$ cat config.mk
export PLATFORM = sky130hd
export DESIGN_NAME = divider_array_seq_flat
export DESIGN_NICKNAME = d
export VERILOG_FILES = /design/src/rtl/divider_array_pkg.sv /design/src/rtl/divider_array_seq_if.sv /design/src/rtl/divider_array_seq_array.sv /design/src/rtl/divider_array_seq.sv /design/src/flat_wrapper.sv
export SDC_FILE = /design/constraint.sdc
export NUM_CORES = 1
export LEC_CHECK = 0
export CORE_AREA = 2 2 107 109
export CTS_CLUSTER_SIZE = 20
export DETAILED_ROUTE_END_ITERATION = 8
export DIE_AREA = 0 0 109 111
export GPL_ROUTABILITY_DRIVEN = 0
export PLACE_DENSITY = 0.89
export SYNTH_ARGS = -nofsm -noshare
export SYNTH_HDL_FRONTEND = slang
export SYNTH_SLANG_ARGS = --single-unit
$ cat constraint.sdc
create_clock -name clk -period 17.65 [get_ports clk]
set_clock_uncertainty 0.2 [all_clocks]
set_input_delay 2.6475 -clock clk [delete_from_list [all_inputs] [get_ports clk]]
set_output_delay 2.6475 -clock clk [all_outputs]
set_load 0.005 [all_outputs]
$ cat src/rtl/divider_array_pkg.sv
// rtl/divider_array_pkg.sv - shared widths, FSM encoding and saturation constant for the array divider
package divider_array_pkg;
  localparam int N_W = 16;
  localparam int D_W = 8;
  localparam int Q_W = 8;
  localparam logic [Q_W-1:0] Q_SAT = 8'hFF;

  typedef enum logic [1:0] {
    IDLE = 2'd0,
    EXEC = 2'd1,
    DONE = 2'd2
  } state_t;
endpackage

$ cat src/rtl/divider_array_seq_if.sv
// rtl/divider_array_seq_if.sv - operand request / result handshake bundle for divider_array_seq
interface divider_array_seq_if;
  import divider_array_pkg::*;

  logic           in_valid;
  logic           in_ready;
  logic [N_W-1:0] in_n;
  logic [D_W-1:0] in_d;
  logic           out_valid;
  logic           out_ready;
  logic [Q_W-1:0] out_q;
  logic [D_W-1:0] out_r;
  logic           out_dbz;
  logic           out_ovf;

  modport slave (
    input  in_valid, in_n, in_d, out_ready,
    output in_ready, out_valid, out_q, out_r, out_dbz, out_ovf
  );

  modport master (
    output in_valid, in_n, in_d, out_ready,
    input  in_ready, out_valid, out_q, out_r, out_dbz, out_ovf
  );
endinterface

$ cat src/rtl/divider_array_seq_array.sv
// rtl/divider_array_seq_array.sv - combinational restoring divider array, one trial-subtract row per quotient bit
// Valid only when the dividend high byte is below the divisor; the caller screens the other cases.
module divider_array_row_2_approx_div_113_113
  import divider_array_pkg::*;
(
  input  logic [N_W-1:0] i_n,
  input  logic [D_W-1:0] i_d,
  output logic [Q_W-1:0] o_q,
  output logic [D_W-1:0] o_r
);

  logic [D_W-1:0] w_rem;
  logic [D_W:0]   w_trial;
  logic [D_W+1:0] w_diff;

  always_comb begin
    w_rem   = i_n[N_W-1:Q_W];
    w_trial = '0;
    w_diff  = '0;
    o_q     = '0;
    for (int i = Q_W - 1; i >= 0; i--) begin
      w_trial = {w_rem, i_n[i]};
      w_diff  = {1'b0, w_trial} - {2'b00, i_d};
      // A clear borrow bit means the divisor fits into this row's partial remainder.
      if (!w_diff[D_W+1]) begin
        o_q[i] = 1'b1;
        w_rem  = w_diff[D_W-1:0];
      end else begin
        w_rem  = w_trial[D_W-1:0];
      end
    end
    o_r = w_rem;
  end

endmodule

$ cat src/rtl/divider_array_seq.sv
// rtl/divider_array_seq.sv - sequential wrapper: registers operands, waits for the array to settle, handshakes result
module divider_array_seq
  import divider_array_pkg::*;
#(
  parameter int SETTLE_CYCLES = 2
) (
  input logic               clk,
  input logic               rst,
  divider_array_seq_if.slave bus
);

  localparam logic [3:0] CNT_LOAD = 4'(SETTLE_CYCLES - 1);

  state_t         r_state;
  state_t         w_next_state;
  logic [N_W-1:0] r_n;
  logic [D_W-1:0] r_d;
  logic [3:0]     r_cnt;
  logic [Q_W-1:0] r_q;
  logic [D_W-1:0] r_r;
  logic           r_dbz;
  logic           r_ovf;

  logic           w_accept;
  logic           w_dbz;
  logic           w_ovf;
  logic           w_settled;
  logic [Q_W-1:0] w_arr_q;
  logic [D_W-1:0] w_arr_r;

  divider_array_row_2_approx_div_113_113 u_array (
    .i_n (r_n),
    .i_d (r_d),
    .o_q (w_arr_q),
    .o_r (w_arr_r)
  );

  always_comb begin
    w_next_state = r_state;
    w_accept     = bus.in_valid && (r_state == IDLE);
    w_dbz        = (bus.in_d == '0);
    // Divide-by-zero wins, so overflow is only raised for a non-zero divisor.
    w_ovf        = !w_dbz && (bus.in_n[N_W-1:Q_W] >= bus.in_d);
    w_settled    = (r_cnt == 4'd0);
    case (r_state)
      IDLE:    if (w_accept) w_next_state = (w_dbz || w_ovf) ? DONE : EXEC;
      EXEC:    if (w_settled) w_next_state = DONE;
      DONE:    if (bus.out_ready) w_next_state = IDLE;
      default: w_next_state = IDLE;
    endcase
  end

  always_ff @(posedge clk) begin
    if (rst) r_state <= IDLE;
    else     r_state <= w_next_state;
  end

  always_ff @(posedge clk) begin
    if (rst) begin
      r_n   <= '0;
      r_d   <= '0;
      r_cnt <= '0;
      r_q   <= '0;
      r_r   <= '0;
      r_dbz <= 1'b0;
      r_ovf <= 1'b0;
    end else if (w_accept) begin
      r_n <= bus.in_n;
      r_d <= bus.in_d;
      if (w_dbz || w_ovf) begin
        r_q   <= Q_SAT;
        r_r   <= bus.in_n[D_W-1:0];
        r_dbz <= w_dbz;
        r_ovf <= w_ovf;
      end else begin
        r_cnt <= CNT_LOAD;
      end
    end else if (r_state == EXEC) begin
      if (w_settled) begin
        r_q   <= w_arr_q;
        r_r   <= w_arr_r;
        r_dbz <= 1'b0;
        r_ovf <= 1'b0;
      end else begin
        r_cnt <= r_cnt - 4'd1;
      end
    end
  end

  assign bus.in_ready  = (r_state == IDLE);
  assign bus.out_valid = (r_state == DONE);
  assign bus.out_q     = r_q;
  assign bus.out_r     = r_r;
  assign bus.out_dbz   = r_dbz;
  assign bus.out_ovf   = r_ovf;

endmodule

$ cat src/flat_wrapper.sv
// flat-port wrapper written by rule: the top's interface ports become plain ports
module divider_array_seq_flat import divider_array_pkg::*;
#(
  parameter int SETTLE_CYCLES = 2
)
  (clk, rst, bus_in_valid, bus_in_n, bus_in_d, bus_out_ready, bus_in_ready, bus_out_valid, bus_out_q, bus_out_r, bus_out_dbz, bus_out_ovf);
  divider_array_seq_if bus_i ();
  input logic clk;
  input logic rst;
  input wire logic [$bits(bus_i.in_valid)-1:0] bus_in_valid;
  input wire logic [$bits(bus_i.in_n)-1:0] bus_in_n;
  input wire logic [$bits(bus_i.in_d)-1:0] bus_in_d;
  input wire logic [$bits(bus_i.out_ready)-1:0] bus_out_ready;
  output wire logic [$bits(bus_i.in_ready)-1:0] bus_in_ready;
  output wire logic [$bits(bus_i.out_valid)-1:0] bus_out_valid;
  output wire logic [$bits(bus_i.out_q)-1:0] bus_out_q;
  output wire logic [$bits(bus_i.out_r)-1:0] bus_out_r;
  output wire logic [$bits(bus_i.out_dbz)-1:0] bus_out_dbz;
  output wire logic [$bits(bus_i.out_ovf)-1:0] bus_out_ovf;
  assign bus_i.in_valid = bus_in_valid;
  assign bus_i.in_n = bus_in_n;
  assign bus_i.in_d = bus_in_d;
  assign bus_i.out_ready = bus_out_ready;
  assign bus_in_ready = bus_i.in_ready;
  assign bus_out_valid = bus_i.out_valid;
  assign bus_out_q = bus_i.out_q;
  assign bus_out_r = bus_i.out_r;
  assign bus_out_dbz = bus_i.out_dbz;
  assign bus_out_ovf = bus_i.out_ovf;
  divider_array_seq #(.SETTLE_CYCLES(SETTLE_CYCLES)) u_core (.clk(clk), .rst(rst), .bus(bus_i));
endmodule
# After elaboration in Yosys (flattened, before gate mapping)
# Index checks and enable logic that the tools add are counted.
# classes
n_eq_ne	8
reduce_logical	12
mux	39
n_lt_le_gt_ge	1
addsub	9
# op_table
cell	n
8-bit 2-to-1 mux	16
9-bit by 8-bit subtractor with 10-bit output	8
4-bit 2-to-1 mux	4
1-bit 2-to-1 mux	14
3-bit AND reduction	3
8-bit greater-or-equal comparator	1
8-bit zero test	1
2-bit 2-to-1 mux	4
2-bit by 1-bit != test with 1-bit output, second input constant	3
2-bit != test, second input constant	3
2-bit one-hot mux with 3 select lines	1
4-bit zero test	1
2-bit nonzero test	2
4-bit by 1-bit subtractor with 4-bit output, second input constant	1
2-bit by 1-bit == test with 1-bit output, second input constant	1
2-bit == test, second input constant	1
1-bit logical AND	2
2-bit zero test	1
1-bit zero test	1
1-bit logical OR	1
# totals
wordCells	77
out_inout_bits	20
ff_bits	48

# Longest topological paths before layout
# Gate-level depths: netlist of the first run.
# depth
ltp_word	19
mapped_depth	90
depth_no_buf	82

# By module
# A second synthesis of the first run with hierarchy kept.
# unflattened
cells_unflattened	732
hier_area_um2	5654.2
# modules_own_cells
module	cells_each	n_inst	area_per_inst_um2	seq_area_each_um2
divider_array_row_2_approx_div_113_113	492	1	3525.9	0.0
divider_array_seq	240	1	2128.3	960.9

# Worst setup path after synthesis of the first run
# Ideal clock, no wire load.
# synth_path
kind	register to register
start	register u_core.r_d[1]
end	register u_core.r_r[5], in the netlist u_core.bus.out_r[5]
path_stages_with_launch	86
required_ns	17.313
setup_slack_ns	0.269
arrival_time_ns	17.044
n_path_buf	6
cell_sequence	dfxtp_1 inv_1 ha_1 nor2b_1 o31a_1 o21ai_2 nand2_1 nand2_1 a21boi_0 ha_1 nor2b_1 o2111ai_1 a41o_1 o2111ai_1 clkbuf_1 buf_2 nand2_1 a21boi_0 (+50 left out) nand2b_1 a21o_1 a2111oi_4 a21oi_4 a21oi_1 ha_1 a21o_1 a21o_1 a21o_1 a21o_1 a21o_1 a21o_1 a21o_1 a31oi_1 o311a_4 buf_6 mux2i_1 a211oi_1
# synth_via
elab_chain_len	19
# synth_lines
element	line_no	text
start, declared	divider_array_seq.sv:17	logic [D_W-1:0] r_d;
start signal, assigned	divider_array_seq.sv:69	r_d <= bus.in_d;
9-bit by 8-bit subtractor with 10-bit output	divider_array_seq_array.sv:23	w_diff = {1'b0, w_trial} - {2'b00, i_d};
8-bit 2-to-1 mux	divider_array_seq_array.sv:25	if (!w_diff[D_W+1]) begin
9-bit by 8-bit subtractor with 10-bit output	divider_array_seq_array.sv:23	
8-bit 2-to-1 mux	divider_array_seq_array.sv:25	
9-bit by 8-bit subtractor with 10-bit output	divider_array_seq_array.sv:23	
8-bit 2-to-1 mux	divider_array_seq_array.sv:25	
9-bit by 8-bit subtractor with 10-bit output	divider_array_seq_array.sv:23	
8-bit 2-to-1 mux	divider_array_seq_array.sv:25	
(+3 left out)	--	
8-bit 2-to-1 mux	divider_array_seq_array.sv:25	
9-bit by 8-bit subtractor with 10-bit output	divider_array_seq_array.sv:23	
8-bit 2-to-1 mux	divider_array_seq_array.sv:25	
9-bit by 8-bit subtractor with 10-bit output	divider_array_seq_array.sv:23	
8-bit 2-to-1 mux *	divider_array_seq_array.sv:25	
8-bit 2-to-1 mux *	divider_array_seq.sv:79	if (w_settled) begin
8-bit 2-to-1 mux *	divider_array_seq.sv:78	end else if (r_state == EXEC) begin
8-bit 2-to-1 mux *	divider_array_seq.sv:67	end else if (w_accept) begin
end signal, assigned	divider_array_seq.sv:72	r_r <= bus.in_n[D_W-1:0];
end signal, assigned	divider_array_seq.sv:81	r_r <= w_arr_r;
end, declared	divider_array_seq.sv:20	logic [D_W-1:0] r_r;
# Every way passes the cells marked *; elsewhere a longest branch is shown, timed or not. The select of a mux whose other input is x is not followed.
# A chain may end at the register's enable or synchronous reset.

# Final worst setup path of the first run
# layout_path
start	register u_core.r_d[6]
end	register u_core.r_r[5], in the netlist u_core.bus.out_r[5]
# The elaborated chain is that of the path after synthesis.

==> out/results.txt, run 1 <==
Status: completed
CP Max Fanout: 19
Filler instances: 897
Syn avg cell area: 7.71 um2
Synth Area in Compound Gates: 0.292
Main combinational cell family by area after synthesis: compound AO/OA/AOI/OAI gates
Yosys top cell area share: 0.165
Initial Util: 0.525
Final net count: 921
Sinks on Clock Net: 48
Grt ovf: 0
DP Worst Slack: -0.553 ns
Worst setup SP type: register
Post-Synth Simple-Gate Area: 0.206
Mapped Area: 5810 um2
Area of the multi-input gates: 4680 um2
Max-cap violations: 0
TritonCTS Buffers: 5
Hold Buf Count CTS: 0
Hold Crit Start: u_core.r_d[4]
Post-synthesis adder-cell area fraction: 0.185
Final hold viol count: 0
Tot GR Track Use: 0.279
CP required: 17.58 ns
Prevailing post-synth register cell: dfxtp_1
Fraction of layout cells with a size suffix above 1: 0.128
Crit-path leading delay family: compound AO/OA/AOI/OAI gates
CTS tree: yes
Final Max Slew Viols: 0
Layout area overhead: 17.8%
Reg2Reg Launch Point: u_core.r_d[6]
Vias in the first global route: 5,720
Finished Cell Area: 6850 um2
Clock buffer depth: 2
Via/cell ratio: 6.37
Vias: 6,086
Multiplexer share of the synthesized area: 0.0486
CP max stage cell: a2111o_1
Syn nets: 863
Worst hold slack: 0.257 ns
Worst setup margin: 0.608 ns
CP peak stage delay: 0.48 ns
First-pass GRT wire length: 27,400 um
Cell mode on critical path: a21o_1
CTS clk-pin slew, worst paths: 0.07 ns
Pre-antenna DRT Iters: 7
Root buf cell: clkbuf_16
Final worst path period share: 0.966
Post-route insts no fill: 956
Crit path buf inv count: 5
Core area: 11,100 um2
Synthesized instance count: 754
Kind of critical path: register to register
Placed insts: 936
Port bufs: 47
Mean routed wirelength per cell: 18.2 um
Slew @ Worst Pin: 0.963 ns
Pin count of the biggest net entering global routing: 53
Post-synth top cells: nand2_1 (106), ha_1 (73), inv_1 (55)
Async SR Flop Fraction: 0
Critical path capture point type: register
Synth Warn #: 0
Achievable frequency: 0.0587 GHz
Slew headroom: 0.358
# IOs: 48
Synth unique cells: 77
FP Rows: 39
Hold WC Path Type: register to register
Post-synthesis xor/xnor area fraction: 0.0452
# DRC: 0
Final min period: 17.04 ns
Synth Register Bits: 48
Number of synthesized flops with an enable pin: 0
Sequential area share after synthesis: 0.165
Top-count cell post-synth: nand2_1
Die Area: 12,100 um2
Antenna violations before repair: 0
H-Tree Level Count: 2
ANT nets after route: 0
Setup violators final: 0
Detail Placement HPWL: 12,500 um
WL final: 17,400 um
Placed Area: 6450 um2
Die width: 109 um
Die height: 111 um
Synth area leader: dfxtp_1
Detailed Route Iter0 Violations: 397
Worst EP arrival: 16.97 ns
N_diodes: 0
Crit path from: u_core.r_d[6]
Clock latency on the worst-skew pair: 0.30 ns
Synth area leaders: dfxtp_1 (17%), ha_1 (16%), nand2_1 (6.8%)
FF/Latch Area: 961 um2
-- cell usage in the layout (no fill, tap or decap), drive strengths merged, types with 5 or more instances in the layout --
cell,n
and2,7
clkdlybuf4s50,46
xor2,11
nand2b,16
mux2,15
nor2b,20
o31a,7
buf,29
o211ai,12
o21ai,37
a22oi,8
xnor2,19
a21o,28
clkbuf,5
nand2,106
o21a,16
mux2i,11
nor3,15
o32ai,5
ha,73
nand3,6
dfxtp,48
a31o,5
fa,8
nor2,54
or3,8
a211oi,13
inv,55
a21boi,7
and3,5
a21oi,54
a221oi,7
-- sequential cells by signal, summed over array words and instances (netlist names) --
signal              cells
u_core.r_cnt            4
u_core.bus.out_q        8
u_core.bus.out_r        8
u_core.r_n             16
u_core.bus.out_ovf      1
u_core.r_state          2
u_core.bus.out_dbz      1
u_core.r_d              8
-- metrics by stage --
stage	utilization	TNS [ns]
finish	0.619	0
floorplan	-	0
global route	0.619	-1.38
detailed placement	0.583	-4.37
CTS	0.600	0
global placement	0.583	0
-- worst paths after layout --
| path | endpoint | slack [ns] | cells past startpoint |
|---|---|---|---|
| worst max-delay path | u_core.bus.out_r[5] | 0.61 | 79 |
| worst min-delay path | u_core.r_d[4] | 0.26 | 2 |
| worst min register to register | u_core.r_d[4] | 0.26 | 2 |
| worst max register to register | u_core.bus.out_r[5] | 0.61 | 79 |
-- worst register-to-register path: cells and delay by family (launching register included) --
kind	cells	cell delay, ns
AOI/OAI and AO/OA	51	10.27
adders and majority gates	8	2.48
and+or+nand+nor	12	2.14
buffers and inverters	5	0.75
muxes	3	0.68
DFF	1	0.34
-- cell families after synthesis --
group           count (synthesis)
xor+xnor                       30
compound gates                234
fa+ha+maj                      81
flops                          48
simple gates                  255
buf+inv                        80
mux                            26
-- per-layer routing --
metal	up-vias	wire length, um	track usage
li1	2849	-	-
met1	2812	7060	0.365
met2	339	7890	0.445
met3	86	1420	0.0312
met4	0	1010	0.145
met5	-	0	0
-- area by class of cell --
type | count | share of cell area
multi-input cells | 627 | 0.683
flip-flops and latches | 48 | 0.140
repair buffers | 75 | 0.0992
inverters | 55 | 0.0301
well taps | 143 | 0.0261
clock buffers | 5 | 0.0183
clock inverters | 3 | 0.00347
-- timing repair --
| item | 4_1_cts | 5_1_grt |
|---|---|---|
| buffers inserted | 1 | 10 |
| cloned | 0 | 1 |
| pin swaps | 2 | 9 |
| endpoints found under the setup margin | 9 | 9 |
| gates resized for setup | 10 | 30 |
Power of run 1 is left out: the tool's default activity adds up to more than one toggle a clock period on the data nets, which glitch-free logic cannot reach.
==> inputs of run 2 (changes only) <==
Settings changed: CELL_PAD_IN_SITES_DETAIL_PLACEMENT from default to 0, CELL_PAD_IN_SITES_GLOBAL_PLACEMENT from default to 1, CORE_AREA 2 2 107 109 to 2 2 124 126, DIE_AREA 0 0 109 111 to 0 0 126 128, SKIP_LAST_GASP from default to 1.
==> out/results.txt, run 2 (synthesis gave the netlist of run 1 again) <==
CP required: 17.64 ns (+0.06 ns)
Slew headroom: 0.323 (-0.0347)
Most frequent cells in the layout: nand2_1 (105), ha_1 (72), inv_1 (55)
Initial Util: 0.391 (-0.134)
Root buf cell: clkbuf_16
FP Rows: 45 (+15%)
Final min period: 16.74 ns (-0.302 ns)
Kind of critical path: register to register
CTS clk-pin slew, worst paths: 0.07 ns (about the same)
H-Tree Level Count: 2 (unchanged)
TritonCTS Buffers: 5 (unchanged)
WL final: 16,800 um (-3.4%)
Slew @ Worst Pin: 1.02 ns (+0.0520 ns)
Die height: 128 um (+15%)
Vias: 5,703 (-6.3%)
Layout area overhead: 20.0%
N_diodes: 0 (unchanged)
Pin count of the biggest net entering global routing: 53 (unchanged)
Pre-antenna DRT Iters: 5 (-2)
Worst setup SP type: register
CP peak stage delay: 0.44 ns (-0.04 ns)
Status: completed
Hold Buf Count CTS: 0 (unchanged)
Core area: 14,900 um2 (+34%)
Clock latency on the worst-skew pair: 0.30 ns (about the same)
Via/cell ratio: 5.66 (-11%)
Worst hold slack: 0.257 ns (-0.000210 ns)
ANT nets after route: 0 (unchanged)
Die width: 126 um (+16%)
Worst setup margin: 0.910 ns (+0.302 ns)
Critical path capture point type: register
Setup violators final: 0 (unchanged)
Clock buffer depth: 2 (unchanged)
Most common cell after layout, fill and taps aside: nand2_1
Port bufs: 47 (unchanged)
# DRC: 0 (unchanged)
Placed Area: 6570 um2 (+1.8%)
Final worst path period share: 0.948 (-0.0171)
Sinks on Clock Net: 48 (unchanged)
Grt ovf: 0 (unchanged)
Fraction of layout cells with a size suffix above 1: 0.131 (+0.00273)
Detailed Route Iter0 Violations: 446 (+12%)
Final hold viol count: 0 (unchanged)
Final Max Slew Viols: 0 (unchanged)
CTS tree: yes
CP max stage cell: ha_1
Achievable frequency: 0.0597 GHz (+1.8%)
Max reg flops: 16 (unchanged)
Final net count: 927 (+0.65%)
First-pass GRT wire length: 26,700 um (-2.6%)
Max-cap violations: 0 (unchanged)
Setup Total Neg Slack: 0 ns (unchanged)
Die Area: 16,100 um2 (+33%)
Antenna violations before repair: 0 (unchanged)
Hold WC Path Type: register to register
Worst EP arrival: 16.73 ns (-0.24 ns)
Most flop-heavy register: u_core.r_n
CP Max Fanout: 16 (-3)
Finished Cell Area: 6980 um2 (+1.8%)
Tot GR Track Use: 0.203 (-0.0755)
DP Worst Slack: -0.519 ns (+0.0346 ns)
Mean routed wirelength per cell: 16.7 um (-8.3%)
Detail Placement HPWL: 12,600 um (+1.2%)
Cell mode on critical path: a21o_1
# IOs: 48 (unchanged)
Vias in the first global route: 5,244 (-8.3%)
==> run 2: changes by cell type in the layout (fill, tap and decap cells not counted), sizes merged <==
cell | before | now
clkinvlp | 2 | 0
o311a | 2 | 1
buf | 29 | 36
bufinv | 0 | 1
clkinv | 1 | 2
==> run 2: what timing repair did <==
action                                  CTS  global route
resized for setup                        10            25
endpoints found under the setup margin    9             9
gates cloned                              0             0
buffers inserted                          1             9
pin swaps                                 2             9
==> run 2: area by class of cell <==
class / count / area (um2)
timing repair buffer: 82 / 744
sequential: 48 / 961
fill: 1498 / 7890
inverter: 55 / 206
tap: 188 / 235
clock buffer: 5 / 125
multi-input combinational: 626 / 4660
clock inverter: 3 / 47.5
==> run 2: worst paths after layout <==
check                startpoint                   to  slack [ns]  depth (start not counted)
setup / recovery  u_core.r_d[5]  u_core.bus.out_r[3]        0.91                         83
hold / removal    u_core.r_d[7]        u_core.r_d[7]        0.26                          2
setup reg to reg  u_core.r_d[5]  u_core.bus.out_r[3]        0.91                         83
hold reg to reg   u_core.r_d[7]        u_core.r_d[7]        0.26                          2
==> run 2: critical path: cells and delay by family (launching register included) <==
family / cells / cell delay (ns)
buffers and inverters: 10 / 1.22
multiplexers: 3 / 0.66
adder cells (fa/ha/maj): 8 / 2.44
AO/OA/AOI/OAI: 49 / 9.53
AND/OR/NAND/NOR: 13 / 2.22
flip-flops: 1 / 0.34
==> run 2: metal layers <==
layer / track usage / share of wire / wire [um]
met5: 0 / 0 / 0
met4: 0.0517 / 0.021 / 353
met3: 0.0171 / 0.048 / 808
met2: 0.345 / 0.46 / 7790
met1: 0.279 / 0.47 / 7840
==> run 2: stage by stage <==
step / cells / util
global placement: 989 / 0.442
floorplan: 754 / -
finish: 1007 / 0.469
global route: 1007 / 0.469
detailed placement: 989 / 0.442
CTS: 998 / 0.456
Power of run 2 is left out for the same reason.
==> inputs of run 3 (changes only) <==
Settings changed: CORE_AREA 2 2 124 126 to 2 2 159 99, DIE_AREA 0 0 126 128 to 0 0 161 101, GPL_TIMING_DRIVEN from default to 1.
==> out/results.txt, run 3 (synthesis gave the netlist of run 1 again) <==
Status: completed
N_diodes: 0 (unchanged)
Antenna violations before repair: 0 (unchanged)
WL final: 19,000 um (+13%)
Worst setup margin: 0.758 ns (-0.153 ns)
Met3 wire length: 1830 um (+130%)
Final Max Slew Viols: 0 (unchanged)
Worst EP arrival: 16.83 ns (+0.10 ns)
Crit path buf inv count: 5 (-5)
Final net count: 937 (+1.1%)
Port bufs: 47 (unchanged)
Fraction of layout cells with a size suffix above 1: 0.159 (+0.0286)
Vias: 5,945 (+4.2%)
Detail Placement HPWL: 14,100 um (+12%)
Kind of critical path: register to register
Met2 Routed Length: 7510 um (-3.6%)
Via/cell ratio: 5.76 (+1.7%)
CP required: 17.59 ns (-0.05 ns)
Most flop-heavy register: u_core.r_n
Max reg flops: 16 (unchanged)
Achievable frequency: 0.0592 GHz (-0.90%)
Crit path from: u_core.r_d[2]
Die height: 101 um (-21%)
Layout area overhead: 22.7%
Final min period: 16.89 ns (+0.153 ns)
Hold WC Path Type: register to register
Root buf cell: clkbuf_16
Slew headroom: 0.246 (-0.0768)
CTS clk-pin slew, worst paths: 0.07 ns (about the same)
Cell mode on critical path: a21o_1
# IOs: 48 (unchanged)
Clock latency on the worst-skew pair: 0.30 ns (about the same)
Slew @ Worst Pin: 1.13 ns (+0.115 ns)
Max-cap violations: 0 (unchanged)
Pre-antenna DRT Iters: 5 (unchanged)
Final hold viol count: 0 (unchanged)
FP Rows: 35 (-22%)
M1 WL: 9510 um (+21%)
Mean routed wirelength per cell: 18.5 um (+11%)
Critical path capture point type: register
TritonCTS Buffers: 5 (unchanged)
H-Tree Level Count: 2 (unchanged)
Reg2Reg Launch Point: u_core.r_d[2]
Core area: 14,900 um2 (+0.17%)
Worst setup SP type: register
Grt ovf: 0 (unchanged)
Pin count of the biggest net entering global routing: 53 (unchanged)
Setup violators final: 0 (unchanged)
Vias in the first global route: 5,391 (+2.8%)
CP peak stage delay: 0.57 ns (+0.13 ns)
Detailed Route Iter0 Violations: 551 (+24%)
CP Max Fanout: 11 (-5)
CTS tree: yes
Initial Util: 0.391 (-0.000657)
Most common cell after layout, fill and taps aside: nand2_1
Die Area: 16,300 um2 (+0.82%)
# DRC: 0 (unchanged)
Crit-path leading delay family: compound AO/OA/AOI/OAI gates
Die width: 161 um (+28%)
Hold Buf Count CTS: 0 (unchanged)
CP max stage cell: a2111oi_4
ANT nets after route: 0 (unchanged)
Uppermost layer routed: met4
Clock buffer depth: 2 (unchanged)
Most frequent cells in the layout: nand2_1 (104), ha_1 (69), inv_1 (55)
DP Worst Slack: -0.272 ns (+0.247 ns)
Final worst path period share: 0.957 (+0.00866)
Tot GR Track Use: 0.232 (+0.0285)
Sinks on Clock Net: 48 (unchanged)
Hold Crit Start: u_core.r_d[3]
First-pass GRT wire length: 29,400 um (+10%)
[run 3: cell count changes in the layout (fill, tap and decap cells not counted), moves of 3 or more]
cell	change
o21ai_1	+3
buf_4	+9
ha_1	-3
a21boi_1	-3
o21ai_4	-3
a21boi_2	+3
[run 3: final cells by class]
type	instances	area (um2)
fillers	1442	7760
inverters	55	206
multi-input cells	627	4750
clock buffers	6	129
well taps	203	254
repair buffers	91	797
flip-flops and latches	48	962
clock inverters	2	35.0
[run 3: per-stage QoR]
stage | util | hold WS, ns | cell area, um2 | setup TNS (ns) | cells
2_1_floorplan | - | 0.236 | 5810 | 0 | 754
3_3_place_gp | 0.442 | 0.244 | 6580 | 0 | 1003
3_5_place_dp | 0.442 | 0.250 | 6580 | -1.80 | 1003
4_1_cts | 0.454 | 0.260 | 6770 | 0 | 1012
5_1_grt | 0.479 | 0.286 | 7130 | -1.61 | 1032
6_report | 0.479 | 0.259 | 7130 | 0 | 1032
[run 3: per-layer routing]
layer | up-vias | global-route usage
li1 | 2870 | -
met1 | 2796 | 0.366
met2 | 260 | 0.326
met3 | 19 | 0.0440
met4 | 0 | 0.0309
met5 | - | 0
[run 3: worst register-to-register path, delay by kind of cell (launching register included)]
kind                     cells  cell delay (ns)
multiplexers                 5             1.32
AO/OA/AOI/OAI               49             9.63
adder cells (fa/ha/maj)      8             2.43
AND/OR/NAND/NOR             13             2.12
flip-flops                   1             0.34
buffers and inverters        5             0.65
[run 3: path summary, 6_finish.rpt]
kind,slack [ns],depth (start not counted),to
setup reg to reg,0.76,80,u_core.bus.out_r[6]
setup / recovery,0.76,80,u_core.bus.out_r[6]
hold / removal,0.26,2,u_core.r_d[3]
hold reg to reg,0.26,2,u_core.r_d[3]
[run 3: timing repair]
action                     CTS  global route
cloned                       0             2
pin swaps                    0            15
resized for setup            2            52
buffers inserted             1            18
setup endpoints to repair    9             9
Power of run 3 is left out for the same reason.
